===== config.mk =====
export PLATFORM = sky130hd
export DESIGN_NAME = sat_engine_ctrl
export DESIGN_NICKNAME = d
export VERILOG_FILES = /design/src/rtl/sat_engine_ctrl.sv
export SDC_FILE = /design/constraint.sdc
export NUM_CORES = 1
export LEC_CHECK = 0
export ABC_AREA = 1
export CORE_MARGIN = 2
export CORE_UTILIZATION = 48
export DETAILED_ROUTE_END_ITERATION = 7
export GPL_TIMING_DRIVEN = 0
export PLACE_DENSITY = 0.78
export SLEW_MARGIN = 20
export SYNTH_ARGS = -nofsm -noshare
export SYNTH_HDL_FRONTEND = slang
export SYNTH_SLANG_ARGS = --single-unit

===== constraint.sdc =====
create_clock -name clk -period 5.25 [get_ports clk]
set_input_delay 0.525 -clock clk [delete_from_list [all_inputs] [get_ports clk]]
set_output_delay 0.525 -clock clk [all_outputs]
set_load 0.005 [all_outputs]

===== src/rtl/sat_engine_ctrl.sv =====
// rtl/sat_engine_ctrl.sv - sequencing controller for one Sat Engine bin
// Drives decide/imply/analyze/backtrack requests to the state list and reports run results.
module sat_engine_ctrl #(
  parameter int WIDTH_LVL     = 16,
  parameter int WIDTH_BIN_ID  = 10,
  parameter int WIDTH_CNT     = 16,
  parameter int MAX_CONFLICTS = 1000
) (
  input  logic                    clk,
  input  logic                    rst,
  input  logic                    start_i,
  input  logic [WIDTH_BIN_ID-1:0] cur_bin_num_i,
  input  logic [WIDTH_LVL-1:0]    base_lvl_i,
  input  logic [WIDTH_LVL-1:0]    load_lvl_i,
  output logic                    load_lvl_en_o,
  output logic                    base_lvl_en_o,
  output logic [WIDTH_LVL-1:0]    load_lvl_o,
  output logic [WIDTH_LVL-1:0]    base_lvl_o,
  output logic                    start_decision_o,
  input  logic                    done_decision_i,
  input  logic                    all_assigned_i,
  input  logic [WIDTH_LVL-1:0]    cur_lvl_i,
  output logic                    apply_imply_o,
  input  logic                    done_imply_i,
  input  logic                    find_conflict_i,
  output logic                    apply_analyze_o,
  input  logic                    add_learntc_en_i,
  input  logic                    done_analyze_i,
  input  logic [WIDTH_BIN_ID-1:0] bkt_bin_i,
  input  logic [WIDTH_LVL-1:0]    bkt_lvl_i,
  output logic                    apply_bkt_cur_bin_o,
  input  logic                    done_bkt_cur_bin_i,
  output logic                    busy_o,
  output logic                    done_o,
  output logic [1:0]              result_o,
  output logic [WIDTH_BIN_ID-1:0] bkt_bin_o,
  output logic [WIDTH_LVL-1:0]    bkt_lvl_o,
  output logic [WIDTH_CNT-1:0]    num_decisions_o,
  output logic [WIDTH_CNT-1:0]    num_conflicts_o,
  output logic [WIDTH_CNT-1:0]    num_learnt_o
);

  localparam logic [1:0] RES_SAT       = 2'd0;
  localparam logic [1:0] RES_UNSAT     = 2'd1;
  localparam logic [1:0] RES_BKT_OTHER = 2'd2;
  localparam logic [1:0] RES_ABORT     = 2'd3;

  // Budget counter is separate from the reported counter so the abort
  // decision is unaffected by the statistics saturating.
  localparam int              CB_W   = $clog2(MAX_CONFLICTS + 2);
  localparam logic [CB_W-1:0] CB_MAX = CB_W'(MAX_CONFLICTS);

  typedef enum logic [3:0] {
    S_IDLE, S_LOAD, S_IMPLY, S_DECIDE, S_WAIT_DEC,
    S_ANALYZE, S_ANA_REL, S_BKT, S_DONE
  } state_t;

  state_t                    state, state_nxt;
  logic [WIDTH_BIN_ID-1:0]   cur_bin;
  logic [CB_W-1:0]           conf_budget;
  logic                      capture, cap_bkt, set_res, inc_conf, inc_dec;
  logic                      inc_learnt;
  logic [1:0]                res_nxt;

  function automatic logic [WIDTH_CNT-1:0] sat_inc(input logic [WIDTH_CNT-1:0] v);
    return (&v) ? v : v + WIDTH_CNT'(1);
  endfunction

  always_ff @(posedge clk or posedge rst) begin
    if (rst) state <= S_IDLE;
    else     state <= state_nxt;
  end

  always_comb begin
    state_nxt = state;
    capture   = 1'b0;
    cap_bkt   = 1'b0;
    set_res   = 1'b0;
    res_nxt   = RES_SAT;
    inc_conf  = 1'b0;
    inc_dec   = 1'b0;
    case (state)
      S_IDLE: begin
        if (start_i) begin
          capture   = 1'b1;
          state_nxt = S_LOAD;
        end
      end
      S_LOAD:   state_nxt = S_IMPLY;
      S_IMPLY: begin
        if (done_imply_i) begin
          if (!find_conflict_i) begin
            state_nxt = S_DECIDE;
          end else begin
            inc_conf = 1'b1;
            // A conflict at or below level 0 in the root bin is a proof of UNSAT.
            if (cur_lvl_i <= base_lvl_o && base_lvl_o == '0) begin
              set_res   = 1'b1;
              res_nxt   = RES_UNSAT;
              state_nxt = S_DONE;
            end else if (conf_budget >= CB_MAX) begin
              set_res   = 1'b1;
              res_nxt   = RES_ABORT;
              state_nxt = S_DONE;
            end else begin
              state_nxt = S_ANALYZE;
            end
          end
        end
      end
      S_DECIDE: state_nxt = S_WAIT_DEC;
      S_WAIT_DEC: begin
        if (done_decision_i) begin
          if (all_assigned_i) begin
            set_res   = 1'b1;
            res_nxt   = RES_SAT;
            state_nxt = S_DONE;
          end else begin
            inc_dec   = 1'b1;
            state_nxt = S_IMPLY;
          end
        end
      end
      S_ANALYZE: begin
        if (done_analyze_i) begin
          cap_bkt   = 1'b1;
          state_nxt = S_ANA_REL;
        end
      end
      S_ANA_REL: begin
        if (bkt_bin_o == cur_bin) begin
          state_nxt = S_BKT;
        end else begin
          set_res   = 1'b1;
          res_nxt   = RES_BKT_OTHER;
          state_nxt = S_DONE;
        end
      end
      S_BKT: begin
        if (done_bkt_cur_bin_i) state_nxt = S_IMPLY;
      end
      S_DONE:   state_nxt = S_IDLE;
      default:  state_nxt = S_IDLE;
    endcase
  end

  assign inc_learnt = (state == S_ANALYZE) && add_learntc_en_i;

  always_ff @(posedge clk or posedge rst) begin
    if (rst) begin
      cur_bin         <= '0;
      load_lvl_o      <= '0;
      base_lvl_o      <= '0;
      result_o        <= RES_SAT;
      bkt_bin_o       <= '0;
      bkt_lvl_o       <= '0;
      num_decisions_o <= '0;
      num_conflicts_o <= '0;
      num_learnt_o    <= '0;
      conf_budget     <= '0;
    end else if (capture) begin
      cur_bin         <= cur_bin_num_i;
      load_lvl_o      <= load_lvl_i;
      base_lvl_o      <= base_lvl_i;
      result_o        <= RES_SAT;
      bkt_bin_o       <= '0;
      bkt_lvl_o       <= '0;
      num_decisions_o <= '0;
      num_conflicts_o <= '0;
      num_learnt_o    <= '0;
      conf_budget     <= '0;
    end else begin
      if (set_res) result_o <= res_nxt;
      if (cap_bkt) begin
        bkt_bin_o <= bkt_bin_i;
        bkt_lvl_o <= bkt_lvl_i;
      end
      if (inc_conf) begin
        num_conflicts_o <= sat_inc(num_conflicts_o);
        if (conf_budget < CB_MAX) conf_budget <= conf_budget + CB_W'(1);
      end
      if (inc_dec)    num_decisions_o <= sat_inc(num_decisions_o);
      if (inc_learnt) num_learnt_o    <= sat_inc(num_learnt_o);
    end
  end

  assign load_lvl_en_o       = (state == S_LOAD);
  assign base_lvl_en_o       = (state == S_LOAD);
  assign apply_imply_o       = (state == S_IMPLY);
  assign start_decision_o    = (state == S_DECIDE);
  assign apply_analyze_o     = (state == S_ANALYZE);
  assign apply_bkt_cur_bin_o = (state == S_BKT);
  assign done_o              = (state == S_DONE);
  assign busy_o              = (state != S_IDLE);

endmodule


Word-level counts from Yosys, hierarchy flattened. Cells that the tools add are included.

Output and inout bits: 116. Input bits: 94. Register bits: 132. Logic and storage cells: 107.

Order comparisons: 3. Equal/unequal tests: 17. $add $sub $neg: 4. Mux-type cells: 53. Reduce and logical (&&, ||, !) cells: 19.

Operators by type and width (number): $mux 16 (11); $mux 10 (5); $add 16x1->16 const B (3); $reduce_and 16->1 (3); $mux 4 (10); $pmux 4 s8 (1); $mux 1 (17); $eq 4x3->1 const B (4); $le 16x16->1 (1); $logic_not 16->1 (1); $mux 2 (7); $reduce_bool 2->1 (6); $add 10x1->10 const B (1); $eq 10x10->1 (1); $ge 10x10->1 const B (1); $lt 10x10->1 const B (1); $ne 2x2->1 const B (5); $eq 4x2->1 const B (2); $reduce_and 2->1 (4); $ne 2x1->1 const B (3); $reduce_and 5->1 (1); $eq 4x1->1 const B (1); $eq 4x4->1 const B (1); $logic_not 4->1 (1); 4 further kinds (5).

Longest topological paths before layout.
Depth after elaboration: 8. Depth in mapped cells: 19. Depth with buffers taken out: 19.

Worst setup path after synthesis. OpenSTA, ideal clock, no wires.

Path type: reg-to-reg. From: register num_learnt_o[0]. To: register num_learnt_o[14]. Required time: 5128 ps. Period minus slack after synthesis: 1701 ps. Arrival: 1580 ps. Slack: 3549 ps. Cell stages (with the launch flop): 13. Path through: dfrtp_1 ha_1 inv_1 nor3_1 nand2_1 nor2_1 nor2_1 buf_4 nand4_1 nor2_2 nand2_1 nor2_1 nor3_2.

Cells in the longest elaborated chain, start to end: 4.

Ends and longest elaborated chain: from (decl) (line 40) `output logic [WIDTH_CNT-1:0] num_learnt_o`; from (signal assigned) (line 183) `if (inc_learnt) num_learnt_o <= sat_inc(num_learnt_o);`; $add 16x1->16 (line 66) `return (&v) ? v : v + WIDTH_CNT'(1);`; $mux 16 (line 66); $mux 16 (line 183); $mux 16 (line 161) `end else if (capture) begin`.

Parallel ways exist; a longest one is shown, timed or not. The select of a mux whose other input is x is not followed. A chain may end at the register's enable or synchronous reset.

Worst setup path in the final report.
From: register state[3]. To: output port apply_analyze_o.

Cells in the longest elaborated chain, start to end: 1.

Ends and longest elaborated chain: from (decl) (line 58) `state_t state, state_nxt;`; from (signal assigned) (line 71) `else state <= state_nxt;`; $eq 4x3->1 (line 191) `assign apply_analyze_o = (state == S_ANALYZE);`; to (decl) (line 26) `output logic apply_analyze_o,`.

No other way between the ends.

==> metrics.md <==
| Metric | Value |
|---|---|
| Pre-CTS setup slack | about 2.7 ns |
| #FFs+latches synth | about 130 |
| Final min period | 3.01 ns |
| Grt total ovfl | 0 |
| Final #Nets | around 1.2k |
| Largest net degree at the start of global routing | between 70 and 80 |
| Buffer count from post-CTS setup fixing | 0 |
| Sequential area share after synthesis | between 40% and 50% |
| Max Clk Rate | roughly 330 MHz |
| First-pass GRT wire length | 32700 um |
| Synth top cells by count | 246 x nand2_1, 132 x dfrtp_1, 99 x inv_1, 80 x nand3_1, 58 x o21ai_0 |
| RSZ-0062 raised after global routing | no |
| Top cell type's share of synthesized area | 47.5% |
| Crit path from | state[3] |
| R2r setup slk | 3.09 ns |
| Sinks on Clock Net | roughly 130 |
| Average wire per standard cell | ~15 um |
| Number of DRC markers in iteration 0 | about 460 |
| CP endpoint | apply_analyze_o |
| Number of antenna violations at the first check in global routing | 0 |
| Cells taking the most area after synthesis | dfrtp_1 47%, nand2_1 13%, nand3_1 5.8% |
| Final setup fails | 0 |
| CTS buffer count | 17 |
| Relative slew margins | 54.4% |
| Synth warnings | 0 |
| R2R Path Start | state[1] |
| Final setup margin | between 2 and 2.5 ns |
| Asr flop ratio synth | 100% |
| Num ports | 210 |
| Clock Skews | 0.00873 ns |
| Port Buffers | 208 |
| Antenna Nets Post-Route | 0 |
| Post-synth net total | slightly below 1k |
| CTS Root Buffer Type | clkbuf_16 |
| Largest area contributor in the synthesized netlist | dfrtp_1 |
| # DRC | 0 |
| Total Wirelength | about 20000 um |
| # fillers | 1132 |
| Number of synthesized flops with an enable pin | 0 |
| Tcrit/Tclk final | 57.4% |
| Vias in the first global route | between 6k and 7k |
| Critical path buffers and inverters | 4 |
| CTS max path bufs | 2 |
| Clock slew at the register clock pins of the worst setup and hold paths | 0.06 ns |
| Max Cap Viol | 0 |
| Critical path depth in cells | 6 |
| Worst hold path type | register to register |
| CTS Hold Bufs | 0 |
| Avg Cell Area, Syn | between 7 and 8 um2 |
| H-tree Lvls | 4 |
| Status | finished, final reports clean |
| R2R Path End | bkt_bin_o[5] |
| Ys flop type | dfrtp_1 |
| Static Leak | between 4 and 5 nW |
| CTS tree | yes |
| Startpoint types | register |
| Placed Cells | about 1.3k |
| Worst Max-Slew Pin Slew | around 0.7 ns |
| Req. time, crit path | about 4.7 ns |
| Die area | about 15000 um2 |
| Area grow syn2layout | 42.0% |
| PwrDens | approximately 460 nW/um2 |
| Vias | approximately 6.8k |
| Synthesized cell area | slightly below 7000 um2 |
| Max-slew violation count | 0 |
| DPL Wire Length | between 15000 and 20000 um |
| Die height | approximately 120 um |
| Initial core utilization | around half |
| Critical path class | register to primary output |
| Hold Vio Cnt, Final | 0 |
| RePlAce Congestion | between 0.9 and 1 |
| Max FO, Critical Path | 10 |
| Worst path top cell family by delay | buffers and inverters |
| Non-Filler Instances | between 1k and 1.5k |
| Die Width | between 100 and 150 um |
| Critical-path cell list | inv_1 -> nand2_1 -> nor3_2 -> clkbuf_1 -> buf_2 -> clkdlybuf4s50_1 |
| Vias per inst | between 5 and 6 |
| Fraction of layout instances using a drive strength above 1 | under 10% |
| Crit path capture type | primary output |
| Placeable core area | roughly 14000 um2 |
| Worst VDD drop | around 0.00027 V |
| Critical Path Slowest Stage Cell | clkdlybuf4s50_1 |
| Crit-path max cell delay | roughly 0.53 ns |
| Count leader, synth | nand2_1 |
| Synth unique cells | 36 |
| Post-cts resize count | 0 |
| Cells after synthesis | 874 |
| Rows | 43 |
| Total power | approximately 4.5 mW |
| Global-route usage over all layers | 26.4% |
| # diodes | 0 |
| Cells on worst reg2reg path | 6 |
| CP arrival | roughly 2.5 ns |
| Drt pass-1 iters | 4 |
| Worst skew pair latency | ~0.42 ns |
layout make-up:
cell class	count	area [um2]	share of cell area, %
Sequential cell	132	3300	33.4
Multi-Input combinational cell	607	3120	31.6
Timing Repair Buffer	209	2110	21.4
Clock buffer	18	439	4.45
Inverter	104	398	4.03
Tap cell	180	225	2.28
Buffer	31	145	1.47
Clock inverter	14	138	1.39
cells by family after synthesis:
| group | synth area share, % |
|---|---|
| compound gates | 8.97 |
| buf+inv | 7.70 |
| xor+xnor | 3.53 |
| flops | 47.5 |
| fa+ha+maj | 3.78 |
| simple gates | 28.5 |
routing by layer:
metal | track usage [%] | routed length, um | up-vias
met2 | 43.1 | 9570 | 262
met3 | 7.09 | 1460 | 31
met1 | 33.8 | 8520 | 3188
met4 | 9.58 | 440 | 0
li1 | - | - | 3323
met5 | 0 | 0 | -
tightest hold or removal path, delay by kind of cell (launching register included):
family,cells,cell delay (ns)
flops,1,0.34
simple gates,2,0.11
cells in the final DEF, fill, tap and decap left out, types with 6 or more instances in the layout:
| master | instances |
|---|---|
| nand2_1 | 246 |
| clkdlybuf4s50_1 | 208 |
| inv_1 | 98 |
| a21oi_1 | 24 |
| o21ai_0 | 58 |
| dfrtp_1 | 132 |
| nor2_1 | 44 |
| clkbuf_16 | 17 |
| nand3_1 | 80 |
| clkinv_2 | 6 |
| buf_2 | 11 |
| ha_1 | 21 |
| nor3_1 | 27 |
| clkbuf_1 | 13 |
| xor2_1 | 24 |
| o31ai_1 | 20 |
| nor4_1 | 6 |
| nand4_1 | 23 |
sequential cells by signal (all words and copies together), names as in the netlist:
signal and count:
result_o 2, num_learnt_o 16, cur_bin 10, conf_budget 10
load_lvl_o 16, bkt_lvl_o 16, num_conflicts_o 16, bkt_bin_o 10
num_decisions_o 16, base_lvl_o 16, state 4
report_power, final:
group / leakage (nW) / internal [mW] / switching, mW
clock: 0.277 / 0.706 / 0.456
combinational: 2.48 / 0.852 / 0.909
sequential: 1.76 / 1.32 / 0.255
worst min path at each step:
stage	start	endpoint	slack (ns)	cells after the start
global route	load_lvl_o[10]	load_lvl_o[10]	0.50	2
floorplan	conf_budget[9]	conf_budget[9]	0.46	1
CTS	load_lvl_o[13]	load_lvl_o[13]	0.48	2
detailed placement	load_lvl_o[13]	load_lvl_o[13]	0.47	2
global placement	load_lvl_o[11]	load_lvl_o[11]	0.46	2
finish	load_lvl_o[13]	load_lvl_o[13]	0.48	2
stage by stage:
step	util (%)	setup TNS (ns)	area (um2)	hold slack, ns
floorplan	-	0	6960	0.464
global placement	66.0	-100.08	9260	0.462
detailed placement	66.2	0	9300	0.467
CTS	70.3	0	9880	0.481
global route	70.3	0	9880	0.501
finish	70.3	0	9880	0.477
(Power assumes the default switching activity.)
